[src/rtl/bcd_scan_display.sv]
// Four-digit multiplexed 7-segment driver for an MM:SS BCD timer.
// Digits are snapshotted once per scan frame; the separator blinks on the ML decimal point.
module bcd_scan_display #(
  parameter int CLK_DIV      = 4,
  parameter int BLINK_FRAMES = 2,
  parameter int LZB          = 1
) (
  input  logic       clk,
  input  logic       reset,
  input  logic       en,
  input  logic [3:0] BCD_SL,
  input  logic [3:0] BCD_SH,
  input  logic [3:0] BCD_ML,
  input  logic [3:0] BCD_MH,
  output logic [6:0] seg,
  output logic       dp,
  output logic [3:0] an
);

  localparam int DIV_W = (CLK_DIV > 1) ? $clog2(CLK_DIV) : 1;
  localparam int FRM_W = (BLINK_FRAMES > 1) ? $clog2(BLINK_FRAMES) : 1;
  localparam logic [DIV_W-1:0] DIV_LAST = DIV_W'(CLK_DIV - 1);
  localparam logic [FRM_W-1:0] FRM_LAST = FRM_W'(BLINK_FRAMES - 1);

  // Non-BCD codes show a dash so corrupt inputs are visible rather than misleading.
  function automatic logic [6:0] seg_decode(input logic [3:0] d);
    logic [6:0] s;
    case (d)
      4'd0:    s = 7'h3F;
      4'd1:    s = 7'h06;
      4'd2:    s = 7'h5B;
      4'd3:    s = 7'h4F;
      4'd4:    s = 7'h66;
      4'd5:    s = 7'h6D;
      4'd6:    s = 7'h7D;
      4'd7:    s = 7'h07;
      4'd8:    s = 7'h7F;
      4'd9:    s = 7'h6F;
      default: s = 7'h40;
    endcase
    return s;
  endfunction

  logic [DIV_W-1:0] div_q, div_d;
  logic [1:0]       idx_q, idx_d;
  logic [FRM_W-1:0] frm_q, frm_d;
  logic             colon_q, colon_d;
  logic [15:0]      snap_q, snap_d;
  logic [6:0]       seg_q, seg_d;
  logic             dp_q, dp_d;
  logic [3:0]       an_q, an_d;

  logic             tick;
  logic             frame_wrap;
  logic [3:0]       cur_digit;
  logic             blank;

  always_comb begin
    tick       = (div_q == DIV_LAST);
    frame_wrap = tick && (idx_q == 2'd3);
    div_d      = tick ? '0 : div_q + 1'b1;
    idx_d      = tick ? idx_q + 2'd1 : idx_q;
    snap_d     = frame_wrap ? {BCD_MH, BCD_ML, BCD_SH, BCD_SL} : snap_q;
    frm_d      = frm_q;
    colon_d    = colon_q;
    if (frame_wrap) begin
      if (frm_q == FRM_LAST) begin
        frm_d   = '0;
        colon_d = ~colon_q;
      end else begin
        frm_d   = frm_q + 1'b1;
      end
    end
  end

  // Output stage: decode from the snapshot only, never the live inputs.
  always_comb begin
    case (idx_q)
      2'd0:    cur_digit = snap_q[3:0];
      2'd1:    cur_digit = snap_q[7:4];
      2'd2:    cur_digit = snap_q[11:8];
      default: cur_digit = snap_q[15:12];
    endcase
    blank = !en || ((LZB != 0) && (idx_q == 2'd3) && (cur_digit == 4'd0));
    an_d  = blank ? 4'b1111 : ~(4'b0001 << idx_q);
    seg_d = blank ? 7'h00 : seg_decode(cur_digit);
    dp_d  = colon_q && (idx_q == 2'd2) && en;
  end

  always_ff @(posedge clk or posedge reset) begin
    if (reset) begin
      div_q   <= '0;
      idx_q   <= 2'd0;
      frm_q   <= '0;
      colon_q <= 1'b0;
      snap_q  <= 16'h0000;
      seg_q   <= 7'h00;
      dp_q    <= 1'b0;
      an_q    <= 4'b1111;
    end else begin
      div_q   <= div_d;
      idx_q   <= idx_d;
      frm_q   <= frm_d;
      colon_q <= colon_d;
      snap_q  <= snap_d;
      seg_q   <= seg_d;
      dp_q    <= dp_d;
      an_q    <= an_d;
    end
  end

  assign seg = seg_q;
  assign dp  = dp_q;
  assign an  = an_q;

endmodule
[config.mk]
export PLATFORM = sky130hd
export DESIGN_NAME = bcd_scan_display
export DESIGN_NICKNAME = d
export VERILOG_FILES = /design/src/rtl/bcd_scan_display.sv
export SDC_FILE = /design/constraint.sdc
export NUM_CORES = 1
export LEC_CHECK = 0
export ABC_AREA = 0
export CORE_ASPECT_RATIO = 1.4
export CORE_MARGIN = 3
export CORE_UTILIZATION = 54
export CTS_CLUSTER_DIAMETER = 40
export DETAILED_ROUTE_END_ITERATION = 16
export PLACE_DENSITY = 0.83
export SLEW_MARGIN = 20
export SYNTH_ARGS = -nofsm -noshare
export SYNTH_HDL_FRONTEND = slang
export SYNTH_SLANG_ARGS = --single-unit
export TNS_END_PERCENT = 50
[constraint.sdc]
create_clock -name clk -period 4.9 [get_ports clk]
set_input_delay 0.98 -clock clk [delete_from_list [all_inputs] [get_ports clk]]
set_output_delay 0.98 -clock clk [all_outputs]
set_load 0.1 [all_outputs]
==> metrics.md, run 1 <==
| Metric | Value |
|---|---|
| Max clock buf depth | `2` |
| Initial DRC count | `20` |
| ANT nets after route | `0` |
| Layout cells sized above 1 | `24.2%` |
| Largest net degree at the start of global routing | `35` |
| Antenna diodes | `0` |
| Htree depth | `2` |
| Overflow after GRT | `0` |
| RSZ-0062 raised after global routing | `false` |
| Min Tclk post-route | `2990 ps` |
| Main area contributors after synthesis | `dfrtp_1 (48%), mux2_2 (12%), ha_1 (7.2%)` |
| Fin crit share | `61.1%` |
| Detailed placement HPWL | `2360 um` |
| CTS root buf | `clkbuf_4` |
| Syn_nets | `152` |
| Cell taking the most area after synthesis | `dfrtp_1` |
| FF+latch count, synth | `34` |
| Gr usage total | `20.2%` |
| First-pass GRT wire length | `5410 um` |
| CP Max Fanout | `1` |
| Clock Latency Late Sink | `340 ps` |
| Post-CTS Setup Inserts | `0` |
| DIE AREA | `3610 sq um` |
| CTS Buf Count | `5` |
| Worst EP required | `3920 ps` |
| Vias per Instance | `5.57` |
| Die X | `51.6 um` |
| DR vias | `1098` |
| Fin. Hold Viols | `0` |
| Die Y-Extent | `69.9 um` |
| Max-Cap Viols | `0` |
| Most frequent cell after synthesis | `dfrtp_1` |
| PwrDens | `280 nW/um^2` |
| Hold buffer count at cts | `0` |
| Clock slew at reported path FFs | `110 ps` |
| Slowest cell on the critical path | `clkdlybuf4s50_1` |
| Cell Chain, Critical Path | `clkdlybuf4s50_1` |
| Reg area | `856 sq um` |
| Worst vdd ir | `0.266 mV` |
| Worst-margin pin slew | `972 ps` |
| Detailed Route WL | `3080 um` |
| Leakage | `0.000865 uW` |
| Pwr Total | `555 uW` |
| Startpoint types | `register` |
| # fillers | `206` |
| Final setup vio count | `0` |
| Final Skew | `13.3 ps` |
| F_max | `334 MHz` |
| Post-synth top area share | `47.7%` |
| Crit-path leading delay family | `buffers and inverters` |
| Placer congestion estimate | `0.853` |
| Status | `completed` |
| Critical Path AT | `2010 ps` |
| CP Buf/Inv Count | `1` |
| CORE AREA | `2700 sq um` |
| Nets | `188` |
| Most frequent cells after synthesis | `dfrtp_1 (30), mux2_2 (17), ha_1 (9)` |
| CTS tree | `yes` |
| Number of global-route vias before repair | `1177` |
| Placed Area | `1920 sq um` |
| Clock Sinks | `34` |
| Initial antenna violation count | `0` |
| Worst Hold Class | `register to register` |
| Initial core utilization | `58.3%` |
| Fin area | `1980 sq um` |
| Critical path capture point type | `output pin` |
| Sequential cell area fraction in the yosys report | `54.4%` |
| Post-synthesis cell type count | `33` |
| Non-filler instance count after layout | `197` |
| Max-slew headroom | `35.0%` |
| Post-Syn Area | `1570 sq um` |
| Top Ports | `31` |
| Post-cts sizing count | `0` |
| Drt drc | `0` |
| Slew Viols, Final | `0` |
| Fraction of registers with async set or reset after synthesis | `100%` |
| Cell count after synthesis | `124` |
| Wire length per cell | `15.6 um` |
| Layout area overhead | `25.8%` |
| Final TNS setup | `0 ps` |
| Max incr delay on CP | `1120 ps` |
| Hold_ws | `451 ps` |
| Main synth FF type | `dfrtp_1` |
| Port-buffer cells | `30` |
| Cell count after placement | `189` |
| Drt first pass iters | `4` |
| Synth Warn # | `0` |
| Critical setup path kind | `register to output pin` |
| Area occupied by multi-input gates | `678 sq um` |
| Row cnt | `22` |
| Synthesized area per cell | `12.7 sq um` |
| Post-synth EDFFs | `0` |
placed cells by master, fill, tap and decap left out, types with 3 or more instances in the layout:
cell             synthesis  layout
a21oi_1                  4       4
o211ai_1                 3       3
dfstp_2                  4       4
mux2_2                  17      17
inv_1                    7       7
dfrtp_1                 30      30
clkbuf_4                 0       5
nand3_1                  3       3
nand2_1                  7       7
ha_1                     9       9
clkdlybuf4s50_1          0      30
o21ai_0                  4       4
nand2b_1                 3       3
path summary, 6_finish.rpt:
kind                       startpoint  endpoint  slack (ps)  cells after the start
max                             an[0]     an[0]        1910                      1
min                          div_q[0]  div_q[0]         450                      1
max reg2reg                  idx_q[0]    seg[5]        2420                      9
min reg2reg                  div_q[0]  div_q[0]         450                      1
max in group asynchronous       reset     an[1]        3560                      3
min in group asynchronous       reset    seg[3]        1020                      3
metal layers:
layer | wire [um] | up-vias | track usage (%) | share of wire, %
met2 | 1780 | 28 | 36.7 | 58
met4 | 27 | 0 | 5.83 | 0.88
met1 | 1150 | 553 | 21.7 | 37
li1 | - | 514 | - | -
met3 | 122 | 3 | 6.40 | 4.0
met5 | 0 | - | 0 | 0
registers in the layout, summed over array words and instances (netlist names):
| name | count |
|---|---|
| frm_q | 1 |
| snap_q | 16 |
| seg | 7 |
| colon_q | 1 |
| div_q | 2 |
| idx_q | 2 |
| dp | 1 |
| an | 4 |
through the flow:
| stage | utilization [%] | setup WS [ps] |
|---|---|---|
| final | 73.4 | 1910 |
| after CTS | 73.4 | 1890 |
| after global routing | 73.4 | 1870 |
| after global placement | 71.1 | 2300 |
| after detailed placement | 71.1 | 2280 |
| after floorplan | - | 2800 |
logic make-up (layout without fill, tap and decap cells):
logic type / Yosys count / after routing / synth area share (%)
flip-flops: 34 / 34 / 54.4
AO/OA/AOI/OAI: 29 / 29 / 13.4
AND/OR/NAND/NOR: 20 / 20 / 6.84
multiplexers: 19 / 19 / 14.0
buffers and inverters: 10 / 47 / 2.54
adder cells (fa/ha/maj): 9 / 9 / 7.15
XOR/XNOR: 3 / 3 / 1.67
where the power goes:
group | switching, uW | total, uW | internal [uW]
registers | 5.58 | 297 | 292
clock network | 95.8 | 165 | 68.9
logic | 57.5 | 92.9 | 35.4
total | 159 | 555 | 396
layout make-up:
type | count | area share, %
inverter | 8 | 1.52
sequential | 34 | 43.2
tap | 36 | 2.27
clock inverter | 2 | 0.632
timing repair buffer | 31 | 15.5
multi-input combinational | 80 | 34.2
clock buffer | 6 | 2.59
Note: power is estimated with default switching activity, not from simulation.
==> run 2, diff against run 1 <==
- CORE_UTILIZATION: 54 -> 45
- PLACE_DENSITY: 0.83 -> 0.74
- clock period: 4.9 -> 2.6 ns (I/O delays scaled with it)
==> run 2 against run 1 <==
Net effect:
- non-clock buffer count is the same
- clock skew shrank 8.0 ps
- first-iteration DRC count grew 80%
- wire length shrank 4.5%
- critical endpoint is now seg[0]
==> metrics.md, run 2 (synthesis results as in run 1) <==
| Metric | Value |
|---|---|
| Status | `completed` |
| Initial DRC count | `36 (+80%)` |
| First-pass GRT wire length | `5110 um (-5.5%)` |
| Final core utilization | `61.4% (-12 points)` |
| Logic gate share of total power | `15.2% (-1.5 points)` |
| Initial core utilization | `48.5% (-9.8 points)` |
| Hold path depth | `1 (unchanged)` |
| Port-buffer cells | `30 (unchanged)` |
| Worst Hold Class | `register to register` |
| Worst EP required | `2790 ps (-1130 ps)` |
| Max incr delay on CP | `420 ps (-700 ps)` |
| Critical path capture point type | `register` |
| Worst vdd ir | `0.405 mV (+52%)` |
| CP Max Fanout | `7 (+6)` |
| Min Tclk post-route | `2330 ps` |
| Reg-to-Reg Start | `idx_q[0]` |
| Clock slew at reported path FFs | `70 ps (-40 ps)` |
| Most common cell after layout, fill and taps aside | `dfrtp_1` |
| CTS Buf Count | `5 (unchanged)` |
| CTS root buf | `clkbuf_8` |
| Worst R2R Setup Slack | `270 ps (-2150 ps)` |
| Pwr Total | `1130 uW (+100%)` |
| Slowest cell on the critical path | `dfrtp_1` |
| Die X | `56.0 um (+8.4%)` |
| Final TNS setup | `0 ps (unchanged)` |
| Number of flip-flops in the largest register | `16 (unchanged)` |
| Sw frac | `26.7% (-1.9 points)` |
| Clock Sinks | `34 (unchanged)` |
| DR vias | `1070 (-2.6%)` |
| Fin. Hold Viols | `0 (unchanged)` |
| Die Y-Extent | `76.0 um (+8.7%)` |
| Clock Latency Late Sink | `280 ps (-60 ps)` |
| DIE AREA | `4250 sq um (+18%)` |
| Detailed Route WL | `2940 um (-4.5%)` |
| Vias per Instance | `5.35 (-4.0%)` |
| Seq pwr share | `49.7% (-3.9 points)` |
| Max-Cap Viols | `0 (unchanged)` |
| Worst Hold End | `div_q[0]` |
| Layout cells sized above 1 | `32.9% (+8.7 points)` |
| Fin crit share | `89.8%` |
| Critical Path AT | `2530 ps (+520 ps)` |
| Cell Chain, Critical Path | `inv_1 -> ha_1 -> a222oi_1 -> mux2i_2 -> inv_2 -> ha_1 -> nand2b_1 -> o21a_1 -> o21ai_1 -> nor3b_1` |
| Overflow after GRT | `0 (unchanged)` |
| Max clock buf depth | `2 (unchanged)` |
| RSZ-0062 raised after global routing | `false` |
| Top Ports | `31 (unchanged)` |
| Leakage | `0.000890 uW (+3.0%)` |
| CP Buf/Inv Count | `2 (+1)` |
| Drt first pass iters | `4 (unchanged)` |
| Slew Viols, Final | `0 (unchanged)` |
| Wire length per cell | `14.7 um (-6.0%)` |
| Nets | `188 (unchanged)` |
| Placer congestion estimate | `0.877 (+2.8%)` |
| Worst-margin pin slew | `662 ps (-310 ps)` |
| Clk pwr share | `35.1% (+5.4 points)` |
| R2r endpoint | `seg[0]` |
| Top reg by flops | `snap_q` |
| Startpoint types | `register` |
| Gr usage total | `15.5% (-4.8 points)` |
| Antenna diodes | `0 (unchanged)` |
| Cell count after placement | `192 (+1.6%)` |
| ANT nets after route | `0 (unchanged)` |
| F_max | `428 MHz` |
| Final Skew | `5.37 ps (-7.97 ps)` |
| PwrDens | `566 nW/um^2 (+100%)` |
| Final setup vio count | `0 (unchanged)` |
| Detailed placement HPWL | `2280 um (-3.5%)` |
| Row cnt | `24 (+9.1%)` |
| Fin area | `1990 sq um (+0.57%)` |
| FF-to-FF path depth | `10 (+1)` |
| Htree depth | `2 (unchanged)` |
| Crit-path leading delay family | `adder cells` |
| CORE AREA | `3240 sq um (+20%)` |
| CTS tree | `yes` |
| Crit-path most repeated cell | `ha_1` |
| Largest net degree at the start of global routing | `35 (unchanged)` |
| Max-slew headroom | `55.7% (+21 points)` |
| Worst hold start | `div_q[0]` |
| Non-filler instance count after layout | `200 (+1.5%)` |
| Critical setup path kind | `register to register` |
| Switching power | `301 uW (+89%)` |
| Layout area overhead | `26.6%` |
| Internal | `827 uW (+110%)` |
| Placed Area | `1890 sq um (-1.4%)` |
| Drt drc | `0 (unchanged)` |
| Number of global-route vias before repair | `1138 (-3.3%)` |
| Commonest non-fill, non-tap cells in the layout | `dfrtp_1 (30), clkdlybuf4s50_1 (18), mux2_2 (17)` |
| Initial antenna violation count | `0 (unchanged)` |
run 2: metal layers:
layer,GRT usage (%),part of all wire (%)
met1,15.6,39
met2,27.5,53
met3,5.25,5.3
met4,7.84,2.5
met5,0,0
run 2: repair_timing:
| item | in CTS | in global routing |
|---|---|---|
| setup endpoints to repair | 0 | 2 |
| resized for setup | 0 | 2 |
| hold buffers | 0 | 0 |
| buffers inserted | 0 | 0 |
run 2: final cells by class:
type / count / area (sq um)
multi-input combinational: 80 / 684
timing repair buffer: 31 / 278
sequential: 34 / 856
inverter: 8 / 30.0
clock inverter: 2 / 12.5
tap: 39 / 48.8
clock buffer: 6 / 82.6
fill: 270 / 1250
run 2: how the worst max path moves through the flow:
stage	slack [ps]	to	cells past startpoint	from
finish	270	seg[0]	10	idx_q[0]
global route	20	seg[0]	10	idx_q[0]
CTS	210	seg[1]	9	idx_q[0]
detailed placement	230	seg[1]	9	idx_q[0]
global placement	350	seg[0]	10	idx_q[0]
floorplan	500	seg[1]	9	idx_q[0]
run 2: power by group through the flow:
stage | Sequential [uW] | Clock (uW) | Combinational, uW
detailed placement | 570 | 0 | 173
floorplan | 628 | 0 | 56.9
finish | 561 | 395 | 172
global route | 563 | 434 | 184
CTS | 561 | 410 | 173
global placement | 570 | 0 | 169
run 2: per-stage QoR:
step	hold slack, ps	worst slack (ps)
after floorplan	403	504
after global placement	413	349
after detailed placement	424	232
after CTS	434	214
after global routing	462	21.3
final	429	266
==> run 3, diff against run 2 <==
- ABC_CLOCK_PERIOD_IN_PS: not set -> 2600
==> results of run 3 <==
Same layout as run 2: the final DEF is identical, and so are final timing and power.
==> RTL change 1 (settings of run 2) <==
Make the reset (`reset`) synchronous in one clocked block.
--- a/src/rtl/bcd_scan_display.sv
+++ b/src/rtl/bcd_scan_display.sv
@@ -87,7 +87,7 @@
     dp_d  = colon_q && (idx_q == 2'd2) && en;
   end
 
-  always_ff @(posedge clk or posedge reset) begin
+  always_ff @(posedge clk) begin
     if (reset) begin
       div_q   <= '0;
       idx_q   <= 2'd0;
Function: differs if reset is asserted again (counterexample within 4 cycles, from zero or initial values and one cycle with reset high); with reset held inactive, the same outputs for 10 cycles.
==> RTL change 1 against run 2 <==
Setup slack got worse by 0.080 ns; hold slack gained 0.0071 ns; die area shrank 5.4%; utilization is 1.2 points lower; sequential cell count is the same; clock skew decreased by 0.0015 ns; synthesized cell count increased by 35%; area after synthesis is 6.0% lower; count of clock-buffer cells in the layout up 1; sequential power down 3.9%; total power fell by 11%; wire length increased by 4.9%; cell area is 5.7% lower.
==> RTL change 1: results (changes against run 2) <==
** Power
- The standby leakage power came to 0.7222 nW (-19%).
- Switching power :: 0.2426 mW (-19%)
- Power dissipated in sequential cells :: 0.539 mW (-3.9%)

** Global route
- The met1 layer usage reported by global route was 19.67% (+4.0 points).
- The total routing usage reported by global routing is 18.06% (+2.6 points).
- Global-route wire length before repair :: 5202 um (+1.8%)

** Drt
- The routed length per placed instance is 12.95 um (-12%).
- Initial drt markers :: 40 (+11%)
- Routed wire length on met2 :: 1626 um (+3.9%)

** Logic synthesis
- The part of the Yosys area used for sequential elements is 45.98% (-8.4 points).
- Syn nets :: 198 (+30%)
- Top-area cell type share of the netlist area :: 45.98% (-1.7 points)
- The share of cell area taken by muxes after synthesis came to 3.804% (-10 points).
- Share of the synthesized area in compound gates (AO/OA/AOI/OAI) :: 17.24% (+3.8 points)

** Placed design
- The placer's final routability congestion estimate came to 0.9483 (+8.2%).
- The worst setup timing slack at the placement stage is -0.02827 ns (-0.2603 ns).
- Post-place instance area :: 1785 um^2 (-5.6%)
- The estimated wirelength of the detail-placed design is 2346 um (+3.0%).

** Worst setup path
- The number of cells traversed by the worst register-to-register path is 9 (-1).
- Cell family with most CP delay :: compound AO/OA/AOI/OAI gates
- Highest-delay cell along the critical path :: dfxtp_1

** Cells and area
- Nonclk buf count :: 33 (+6.5%)
- The multi-input gate area in the final layout came to 750.7 um^2 (+9.7%).
- Clkbuf count :: 7 (+1)

** Floorplan
- The area of the core region is 3123 um^2 (-3.7%).

** Outcome
- Outcome :: finished clean
-- RTL change 1: cell types whose count changed after synthesis, moves of 4 or more --
cell	before	now
dfstp_2	4	0
clkbuf_1	0	5
dfxtp_1	0	34
a21oi_1	4	19
mux2_2	17	2
nand2_1	7	39
dfrtp_1	30	0
nor2_1	2	11
-- RTL change 1: repair_timing --
action | CTS | global route
endpoints found under the setup margin | 2 | 11
hold buffers | 0 | 0
gates resized for setup | 1 | 3
-- RTL change 1: logic make-up after synthesis --
logic type | Yosys count
compound gates | 38
simple gates | 59
fa+ha+maj | 12
flops | 34
mux | 5
buf+inv | 16
xor+xnor | 3
-- RTL change 1: worst paths after layout --
path	start	to
max	idx_q[0]	seg[0]
min reg2reg	div_q[0]	div_q[0]
min	div_q[0]	div_q[0]
max reg2reg	idx_q[0]	seg[0]
==> RTL change 2 (settings of run 2) <==
Made on the original files. The parameter `BLINK_FRAMES` goes from 2 to 1.
--- a/src/rtl/bcd_scan_display.sv
+++ b/src/rtl/bcd_scan_display.sv
@@ -2,7 +2,7 @@
 // Digits are snapshotted once per scan frame; the separator blinks on the ML decimal point.
 module bcd_scan_display #(
   parameter int CLK_DIV      = 4,
-  parameter int BLINK_FRAMES = 2,
+  parameter int BLINK_FRAMES = 1,
   parameter int LZB          = 1
 ) (
   input  logic       clk,
Formal check against the unedited RTL: no difference found for any inputs over 10 cycles, from zero or initial values and one cycle with reset high; that may be too few to reach the edited logic, so the function may still have changed.
==> RTL change 2 against run 2 <==
Sequential power down 3%; die area down 3.8%; maximum frequency shrank 3.0%; clock skew down 0.0012 ns; cell area fell by 3.6%; non-clock buffer count unchanged; sequential cell count decreased by 1; area after synthesis is 4.1% lower; total power shrank 2.1%; highest routed layer unchanged; setup slack worse by 0.071 ns; hold slack got worse by 0.0086 ns; wire length down 7.1%; critical path depth is 3 lower.
==> RTL change 2: results (changes against run 2) <==
** Logic synthesis
- Post-Synth Adder-Cell Area :: 6.633% (-0.52 points)
- Count of unique library cells instantiated by Yosys :: 37 (+12%)
- Syn nets :: 139 (-8.6%)
- The commonest cells after synthesis are dfrtp_1 (29), mux2_2 (17), ha_1 (8).
- Ranked by total cell area, the synthesized netlist is headed by dfrtp_1 (48%), mux2_2 (13%), dfstp_2 (7.0%).
- Share of synthesized area occupied by flip-flops and latches :: 55.06% (+0.69 points)
- Post-Synth XOR/XNOR Area :: 1.161% (-0.51 points)
- Mux share of post-synthesis cell area :: 15.84% (+1.8 points)

** Worst setup path
- The biggest fanout along the worst timing path was 6 (-1).
- Number of cells traversed by the worst register-to-register path :: 7 (-3)
- Cell family with most CP delay :: compound AO/OA/AOI/OAI gates
- The largest individual stage delay along the critical path comes from the cell a222oi_1.
- The longest individual stage delay on the worst path was 0.55 ns (+0.13 ns).
- Register-to-register path setup slack :: 0.19 ns (-0.07 ns)

** Cells and area
- The sequential share of cell area is 43.26% (+0.29 points).
- The number of fill cells in the layout is 263 (-2.6%).
- Clkbuf count :: 8 (+2)
- Buffer share of cell area :: 14.46% (+0.52 points)
- The count of multi-input gates came to 70 (-13%).
- Final std cells w/o fill :: 189 (-5.5%)
- The share of cell area taken by multi-input logic gates came to 33.36% (-1.0 points).
- The clock network area share was 4.691% (-0.083 points).

** Drt
- Initial drt markers :: 29 (-19%)
- The overall routed net length was 2730 um (-7.1%).
- Vias per Instance :: 5.238 (-2.1%)

** Global route
- The first-pass GRT wire length was 4712 um (-7.8%).
- Aggregate global-route resource usage :: 16.41% (+0.93 points)
- Number of global-route vias before repair :: 1,085 (-4.7%)
- Maximum number of pins on one net before global-route repair :: 34 (-2.9%)

** Timing
- Final worst clock skew :: 0.004129 ns (-0.001237 ns)
- The transition time at the pin with the least slew margin is 0.6647 ns (+0.002325 ns).

** Min path
- Destination of the worst hold path :: div_q[0]

** Power
- The worst-case vdd ir drop is 0.0004456 V (+10%).
- The standby leakage power is 0.8571 nW (-3.7%).

** Placed design
- The estimated wirelength of the detail-placed design came to 2075 um (-8.9%).
- The placer's final routability congestion estimate was 0.7697 (-12%).

** Outcome
- Outcome :: finished clean

** Floorplan
- The area enclosed by the die boundary was 4094 um^2 (-3.8%).
==> RTL change 2: cell types whose count changed after synthesis, sizes merged, moves of 2 or more <==
cell	run 2	this run
o21ai	8	4
nand2b	3	0
a211oi	0	2
nand3	3	1
nor3b	2	0
==> RTL change 2: cells by family after synthesis <==
family,Yosys count
muxes,20
DFF,33
AOI/OAI and AO/OA,27
and+or+nand+nor,13
adders and majority gates,8
buffers and inverters,9
xor gates and xnor gates,2
==> RTL change 2: per-stage QoR <==
step	util, %	setup WS (ns)	hold slack (ns)	area (um^2)	power, mW
6_report	60.91	0.1944	0.4209	1921	1.104
4_1_cts	60.91	0.1861	0.4249	1921	1.113
3_5_place_dp	58.06	0.2147	0.4168	1831	0.7233
3_3_place_gp	58.06	0.3927	0.4130	1831	0.7201
5_1_grt	60.91	0.09623	0.4557	1921	1.154
2_1_floorplan	-	0.4778	0.4031	1509	0.6665
==> RTL change 2: power groups by stage <==
stage	logic, mW	clock network (mW)	registers (mW)
after floorplan	0.0563	0	0.610
after global placement	0.166	0	0.554
after detailed placement	0.169	0	0.554
after CTS	0.170	0.399	0.545
after global routing	0.179	0.428	0.547
final	0.167	0.392	0.545
==> RTL change 2: layer usage <==
| metal | GRT usage [%] | part of all wire, % |
|---|---|---|
| met1 | 17.47 | 38 |
| met2 | 28.03 | 54 |
| met3 | 6.212 | 5.8 |
| met4 | 7.297 | 2.2 |
| met5 | 0 | 0 |
==> RTL change 2: how the worst max path moves through the flow <==
| stage | end | slack, ns |
|---|---|---|
| after global routing | seg[5] | 0.1 |
| final | seg[5] | 0.19 |
| after global placement | seg[5] | 0.39 |
| after detailed placement | seg[5] | 0.21 |
| after CTS | seg[5] | 0.19 |
| after floorplan | seg[5] | 0.48 |
